[src/rtl/dmem_arbiter_pkg.sv]
// Shared definitions for the data-memory arbiter: FSM encoding and wait-counter sizing.
package dmem_arbiter_pkg;

  typedef enum logic {
    S_NORM = 1'b0,
    S_LOCK = 1'b1
  } arb_state_t;

  localparam int DEFAULT_MAX_WAIT = 4;

  function automatic int wait_cnt_width(input int max_wait);
    return $clog2(max_wait + 1);
  endfunction

endpackage

[src/rtl/dmem_arbiter_grant.sv]
// Combinational grant decision and memory-side mux between the CPU and loader ports.
module dmem_arbiter_grant
  import dmem_arbiter_pkg::*;
#(
  parameter int ADDR_W = 32,
  parameter int DATA_W = 32
) (
  input  arb_state_t        i_state,
  input  logic              i_wait_full,
  input  logic              i_cpu_req,
  input  logic              i_cpu_wr,
  input  logic [ADDR_W-1:0] i_cpu_addr,
  input  logic [DATA_W-1:0] i_cpu_wr_data,
  input  logic              i_ldr_req,
  input  logic              i_ldr_wr,
  input  logic [ADDR_W-1:0] i_ldr_addr,
  input  logic [DATA_W-1:0] i_ldr_wr_data,
  output logic              o_gnt_ldr,
  output logic              o_gnt_cpu,
  output logic              o_cpu_stall,
  output logic              o_mem_wr_en,
  output logic [ADDR_W-1:0] o_mem_addr,
  output logic [DATA_W-1:0] o_mem_wr_data
);

  // Loader wins when locked, when the CPU is idle, or once it has starved long enough.
  assign o_gnt_ldr     = i_ldr_req & ((i_state == S_LOCK) | ~i_cpu_req | i_wait_full);
  assign o_gnt_cpu     = i_cpu_req & ~o_gnt_ldr & (i_state == S_NORM);
  assign o_cpu_stall   = i_cpu_req & ~o_gnt_cpu;

  assign o_mem_addr    = o_gnt_ldr ? i_ldr_addr    : i_cpu_addr;
  assign o_mem_wr_data = o_gnt_ldr ? i_ldr_wr_data : i_cpu_wr_data;
  assign o_mem_wr_en   = (o_gnt_ldr & i_ldr_wr) | (o_gnt_cpu & i_cpu_wr);

endmodule

[src/rtl/dmem_arbiter.sv]
// Shares data memory between the MEM stage and the loader/debug port; CPU has priority,
// bounded loader starvation, and a lock mode giving the loader exclusive access.
module dmem_arbiter
  import dmem_arbiter_pkg::*;
#(
  parameter int ADDR_W   = 32,
  parameter int DATA_W   = 32,
  parameter int MAX_WAIT = DEFAULT_MAX_WAIT,
  parameter int CNT_W    = 16
) (
  input  logic              i_clk,
  input  logic              i_reset,
  input  logic              i_cpu_req,
  input  logic              i_cpu_wr,
  input  logic [ADDR_W-1:0] i_cpu_addr,
  input  logic [DATA_W-1:0] i_cpu_wr_data,
  output logic [DATA_W-1:0] o_cpu_rd_data,
  output logic              o_cpu_stall,
  input  logic              i_ldr_req,
  input  logic              i_ldr_wr,
  input  logic [ADDR_W-1:0] i_ldr_addr,
  input  logic [DATA_W-1:0] i_ldr_wr_data,
  input  logic              i_ldr_lock,
  output logic              o_ldr_ack,
  output logic [DATA_W-1:0] o_ldr_rd_data,
  output logic              o_ldr_locked,
  output logic              o_mem_wr_en,
  output logic [ADDR_W-1:0] o_mem_addr,
  output logic [DATA_W-1:0] o_mem_wr_data,
  input  logic [DATA_W-1:0] i_mem_rd_data,
  output logic [CNT_W-1:0]  o_stall_cnt
);

  localparam int WAIT_W = wait_cnt_width(MAX_WAIT);

  arb_state_t        r_state;
  arb_state_t        w_state_next;
  logic [WAIT_W-1:0] r_wait_cnt;
  logic              r_ldr_ack;
  logic [DATA_W-1:0] r_ldr_rd_data;
  logic [CNT_W-1:0]  r_stall_cnt;
  logic              w_wait_full;
  logic              w_gnt_ldr;
  logic              w_gnt_cpu;
  logic              w_cpu_stall;

  assign w_wait_full = (r_wait_cnt == WAIT_W'(MAX_WAIT));

  dmem_arbiter_grant #(
    .ADDR_W(ADDR_W),
    .DATA_W(DATA_W)
  ) u_grant (
    .i_state      (r_state),
    .i_wait_full  (w_wait_full),
    .i_cpu_req    (i_cpu_req),
    .i_cpu_wr     (i_cpu_wr),
    .i_cpu_addr   (i_cpu_addr),
    .i_cpu_wr_data(i_cpu_wr_data),
    .i_ldr_req    (i_ldr_req),
    .i_ldr_wr     (i_ldr_wr),
    .i_ldr_addr   (i_ldr_addr),
    .i_ldr_wr_data(i_ldr_wr_data),
    .o_gnt_ldr    (w_gnt_ldr),
    .o_gnt_cpu    (w_gnt_cpu),
    .o_cpu_stall  (w_cpu_stall),
    .o_mem_wr_en  (o_mem_wr_en),
    .o_mem_addr   (o_mem_addr),
    .o_mem_wr_data(o_mem_wr_data)
  );

  always_ff @(posedge i_clk) begin
    if (i_reset) r_state <= S_NORM;
    else         r_state <= w_state_next;
  end

  always_comb begin
    w_state_next = r_state;
    case (r_state)
      S_NORM:  if (i_ldr_lock)  w_state_next = S_LOCK;
      S_LOCK:  if (!i_ldr_lock) w_state_next = S_NORM;
      default: w_state_next = S_NORM;
    endcase
  end

  always_ff @(posedge i_clk) begin
    if (i_reset) begin
      r_wait_cnt    <= '0;
      r_ldr_ack     <= 1'b0;
      r_ldr_rd_data <= '0;
      r_stall_cnt   <= '0;
    end else begin
      r_ldr_ack <= w_gnt_ldr;
      if (w_gnt_ldr) r_ldr_rd_data <= i_mem_rd_data;
      // Starvation counter only runs while the loader is actually waiting.
      if (w_gnt_ldr || !i_ldr_req) r_wait_cnt <= '0;
      else if (!w_wait_full)       r_wait_cnt <= r_wait_cnt + 1'b1;
      if (w_cpu_stall && (r_stall_cnt != '1)) r_stall_cnt <= r_stall_cnt + 1'b1;
    end
  end

  assign o_cpu_rd_data = i_mem_rd_data;
  assign o_cpu_stall   = w_cpu_stall;
  assign o_ldr_ack     = r_ldr_ack;
  assign o_ldr_rd_data = r_ldr_rd_data;
  assign o_ldr_locked  = (r_state == S_LOCK);
  assign o_stall_cnt   = r_stall_cnt;

endmodule

[config.mk]
export PLATFORM = sky130hd
export DESIGN_NAME = dmem_arbiter
export DESIGN_NICKNAME = d
export VERILOG_FILES = /design/src/rtl/dmem_arbiter_pkg.sv /design/src/rtl/dmem_arbiter_grant.sv /design/src/rtl/dmem_arbiter.sv
export SDC_FILE = /design/constraint.sdc
export NUM_CORES = 1
export LEC_CHECK = 0
export BUFFER_PORTS_ARGS = -buffer_cell sky130_fd_sc_hd__buf_4
export CAP_MARGIN = 20
export CORE_AREA = 4 4 120 122
export DETAILED_ROUTE_END_ITERATION = 12
export DIE_AREA = 0 0 124 126
export GPL_ROUTABILITY_DRIVEN = 0
export GPL_TIMING_DRIVEN = 0
export PLACE_DENSITY = 0.66
export SLEW_MARGIN = 20
export SYNTH_ARGS = -nofsm -noshare
export SYNTH_HDL_FRONTEND = slang
export SYNTH_SLANG_ARGS = --single-unit
[constraint.sdc]
create_clock -name i_clk -period 2.5 [get_ports i_clk]
set_input_delay 0.25 -clock i_clk [delete_from_list [all_inputs] [get_ports i_clk]]
set_output_delay 0.25 -clock i_clk [all_outputs]
set_load 0.02 [all_outputs]
== After elaboration in Yosys (flattened, before gate mapping) ==
Index checks and enable logic that the tools add are counted.
Widths: inputs -> output; s select.

* Add/subtract/negate cells: 2
* Equality and inequality tests: 2
* Mux-type cells: 3
* Bitwise logic cells: 13
* Reductions and logical operators: 4

{| class="wikitable"
|+ Operators with widths
! operator !! number
|-
| $mux 32 || 2
|-
| $add 16x1->16 const B || 1
|-
| $ne 16x16->1 const B || 1
|-
| $and 1x1->1 || 6
|-
| $not 1->1 || 4
|-
| $add 3x1->3 const B || 1
|-
| $eq 3x3->1 const B || 1
|-
| $or 1x1->1 || 3
|-
| $reduce_or 2->1 || 1
|-
| $logic_and 1x1->1 || 1
|-
| $logic_not 1->1 || 1
|-
| $logic_or 1x1->1 || 1
|-
| $mux 1 || 1
|}

* Register bits: 53
* Input bits: 167

== Depth between registers and ports, before layout ==
* Depth in word-level cells: 10
* Depth in mapped cells: 9
* Gate-level depth less buffers: 6

== By module ==
A second synthesis with hierarchy kept.

* Cell total of the unflattened synthesis: 572
* Area total of the unflattened synthesis: 4555.6 um2

{| class="wikitable"
|+ Modules (own cells, without submodules)
! module !! instances !! cells each !! area each (um2) !! sequential area each (um2)
|-
| dmem_arbiter || 1 || 265 || 2447.3 || 1061.0
|-
| dmem_arbiter_grant || 1 || 307 || 2108.3 || 0.0
|}

== Least setup slack after synthesis ==
OpenSTA, ideal clock, no wires.

* Kind: flip-flop to output port
* Start point: register r_wait_cnt[0]
* End point: output o_mem_wr_en
* Arrival time: 1823 ps
* Setup slack: 427 ps
* Stages on the path, launching flop included: 8
* Cell sequence: dfxtp_1 -> inv_1 -> ha_1 -> and2_1 -> o21a_1 -> buf_2 -> clkbuf_1 -> o31ai_1

* Longest elaborated chain between the ends: 8

{| class="wikitable"
|+ Ends and longest elaborated chain
! what !! RTL line !! RTL
|-
| start: declaration || dmem_arbiter.sv:38 || <nowiki>logic [WAIT_W-1:0] r_wait_cnt;</nowiki>
|-
| start signal: assignment || dmem_arbiter.sv:96 || <nowiki>else if (!w_wait_full) r_wait_cnt <= r_wait_cnt + 1'b1;</nowiki>
|-
| $eq 3x3->1 * || dmem_arbiter.sv:47 || <nowiki>assign w_wait_full = (r_wait_cnt == WAIT_W'(MAX_WAIT));</nowiki>
|-
| $or 1x1->1 * || dmem_arbiter_grant.sv:27 || <nowiki>assign o_gnt_ldr = i_ldr_req & ((i_state == S_LOCK) | ~i_cpu_req | i_wait_full);</nowiki>
|-
| $and 1x1->1 * || dmem_arbiter_grant.sv:27 ||
|-
| $not 1->1 || dmem_arbiter_grant.sv:28 || <nowiki>assign o_gnt_cpu = i_cpu_req & ~o_gnt_ldr & (i_state == S_NORM);</nowiki>
|-
| $and 1x1->1 (2 in series) || dmem_arbiter_grant.sv:28 ||
|-
| $and 1x1->1 || dmem_arbiter_grant.sv:33 || <nowiki>assign o_mem_wr_en = (o_gnt_ldr & i_ldr_wr) | (o_gnt_cpu & i_cpu_wr);</nowiki>
|-
| $or 1x1->1 * || dmem_arbiter_grant.sv:33 ||
|-
| end: declaration || dmem_arbiter.sv:27 || <nowiki>output logic o_mem_wr_en,</nowiki>
|}

Every way passes the cells marked *; elsewhere a longest branch is shown, timed or not.

== Final worst setup path ==
* Start point: register r_wait_cnt[0]
* End point: output o_mem_addr[24]

* Longest elaborated chain between the ends: 4

{| class="wikitable"
|+ Ends and longest elaborated chain
! what !! RTL line !! RTL
|-
| $eq 3x3->1 || dmem_arbiter.sv:47 ||
|-
| $or 1x1->1 || dmem_arbiter_grant.sv:27 ||
|-
| $and 1x1->1 || dmem_arbiter_grant.sv:27 ||
|-
| $mux 32 || dmem_arbiter_grant.sv:31 || <nowiki>assign o_mem_addr = o_gnt_ldr ? i_ldr_addr : i_cpu_addr;</nowiki>
|-
| end: declaration || dmem_arbiter.sv:28 || <nowiki>output logic [ADDR_W-1:0] o_mem_addr,</nowiki>
|}

Every way passes these cells.

==> impl_metrics.toml <==
[power]
combinationalPowerShare = 0.385
pwr-share-clk = 0.261
pwr-share-seq = 0.354
power_density_nw_per_um2 = 420
p_leak_nw = 3.16
switching_share = 0.319
netSwitchingPower_mw = 0.803
vdd_drop_max_v = 0.000260
p_int_mw = 1.71

[sta]
max_freq_ghz = 0.425
finalSetupViolCount = 0
finalCritPeriodShare = 0.940
worst_pin_slew_ps = 545
timing.hold.ws_ps = 181
relSlewSlack = 0.636
clock_skew_ps = 4.94
drv_slew = 0
min_period_ps = 2350
rsz0062_at_grt = "false"
hold_violations = 0

[cts]
clk_latency_ps = 280
clk_pin_slew_ps = 70
cts-buffers-inserted = 5
cts_tree = "done"
cts.sinks = 53
htree_levels = 2
clock_path_buffers = 2
post_cts_buffers = 0
root_buffer = "clkbuf_16"

[die]
die_area_um2 = 15600
die_x_um = 124
rows = 42
chipHeight_um = 126
io_pins = 315
core_region_area_um2 = 13200
start_util = 0.245

[finish]
diodes = 0
syn_to_final_growth_pct = 85.7
instances_no_fill = 1006
final_layout_size_suffix_gt1_frac = 0.459
nNetsFinal = 999

[route]
route.detailed.drc = 0
ant_nets = 0
vias_per_cell = 4.30
dr.pass1.iters = 4
vias = 4323
drt-initial-drc-count = 152
wl_mm = 15.6
wl_per_cell_um = 15.5

[job]
cap_violations = 0

[run_status]
outcome = "finished clean"

[yosys]
synth_async_sr_flop_share = 0
ys.flop_type = "dfxtp_1"
netlist_area_um2 = 3230
yosysSeqAreaShare = 0.329
synth_fp_nets = 679
yosys_warnings = 0
synth-edff-count = 0
ys_ff_latch = 53
ys_types = 37
avgSynthCellArea_um2 = 6.34
netlist_instances = 509

[global_route]
grt_first_pass_wirelength_mm = 22.5
grt_start_max_net_pins = 15
grt_pass1_vias = 3978
antenna_found_initial = 0
grtUsageTotal = 0.184
grt.overflow.total = 0

[worst_setup_path]
critPathCaptureType = "primary output"
crit_fanout = 10
criticalPathCategory = "reg2out"
start_kind = "register"
worstPathArrival_ps = 2100
crit_required_ps = 2250

[min_path]
hold_class = "in2reg"

[placed_design]
dp_hpwl_mm = 12.9
numPortBuffers = 313
place_inst = 998
## critical path, cell delays in order (launching register included)
cell,delay (ps)
dfxtp_2,340
inv_1,50
ha_1,220
and2_2,230
o21a_1,180
buf_4,170
buf_6,150
buf_4,170
nand2_1,70
nand2_1,70
buf_4,180
## Yosys cell counts, types with 6 or more instances
| cell type | number | area, um2 |
|---|---|---|
| or4_1 | 12 | 90.1 |
| nor2_1 | 7 | 26.3 |
| buf_4 | 33 | 248 |
| nand3_1 | 7 | 35.0 |
| nand2_1 | 264 | 991 |
| dfxtp_1 | 53 | 1060 |
| o31ai_1 | 10 | 75.1 |
| clkbuf_1 | 19 | 71.3 |
| buf_2 | 6 | 30.0 |
| inv_1 | 8 | 30.0 |
| a21oi_1 | 45 | 225 |
## state kept, by name, summed over array words and instances, names as in the netlist
| name | flops |
|---|---|
| o_ldr_rd_data | 32 |
| o_stall_cnt | 16 |
| r_wait_cnt | 3 |
| o_ldr_ack | 1 |
| o_ldr_locked | 1 |
## area by class of cell
type	instances	area (um2)
timing repair buffer	313	2350
sequential	53	1060
tap	176	220
multi-input combinational	385	1770
clock buffer	8	136
buffer	63	420
inverter	8	30.0
fill	1441	7200
## routing by layer
metal / global-route usage / wire, um / vias to the layer above
met4: 0.0619 / 466 / 0
met2: 0.319 / 7690 / 167
li1: - / - / 2254
met5: 0 / 0 / -
met1: 0.217 / 5950 / 1874
met3: 0.0471 / 1460 / 28
## cells by family after synthesis
kind of cell               share of synthesized area
and+or+nand+nor                                0.410
buffers and inverters                          0.126
AOI/OAI and AO/OA                              0.117
DFF                                            0.329
adders and majority gates                     0.0116
muxes                                        0.00698
## stage by stage
| stage | TNS [ps] | util | power, mW | cell area (um2) | setup WS, ps |
|---|---|---|---|---|---|
| 6_report | 0 | 0.454 | 2.52 | 5990 | 149 |
| 5_1_grt | 0 | 0.454 | 2.65 | 5990 | 4.74 |
| 4_1_cts | 0 | 0.452 | 2.56 | 5960 | 7.98 |
| 3_5_place_dp | -2030 | 0.440 | 1.88 | 5800 | -156 |
| 3_3_place_gp | -1840 | 0.440 | 1.87 | 5800 | -149 |
| 2_1_floorplan | 0 | - | 1.34 | 3230 | 427 |
## placed cells by master (no fill, tap or decap), drive strengths merged, types with 3 or more instances in the layout
master,instances
nand2,264
nand3,8
clkbuf,29
nor3,4
nand4,4
ha,3
inv,8
o21ai,5
nor2b,3
dfxtp,53
and4,3
a21oi,45
nor2,7
o31ai,10
nor4,3
or4,12
buf,355
## path summary, 6_finish.rpt
| check | startpoint | to | slack (ps) | cells after the start |
|---|---|---|---|---|
| max | r_wait_cnt[0] | o_mem_addr[24] | 150 | 10 |
| min | i_ldr_lock | o_ldr_locked | 180 | 2 |
| max reg2reg | o_stall_cnt[0] | o_stall_cnt[0] | 480 | 6 |
| min reg2reg | r_wait_cnt[0] | r_wait_cnt[0] | 410 | 1 |
## power groups by stage
stage	clock network, mW	registers [mW]	logic (mW)
after floorplan	0	0.946	0.394
after global placement	0	0.910	0.963
after detailed placement	0	0.910	0.966
after CTS	0.692	0.891	0.976
after global routing	0.716	0.895	1.04
final	0.657	0.891	0.969
## what timing repair did
item,4_1_cts,5_1_grt
hold buffers,0,0
gates resized for setup,12,24
setup endpoints to repair,64,65
cloned,0,0
pin swaps,0,1
No activity file was read; power rests on OpenSTA's default activity.
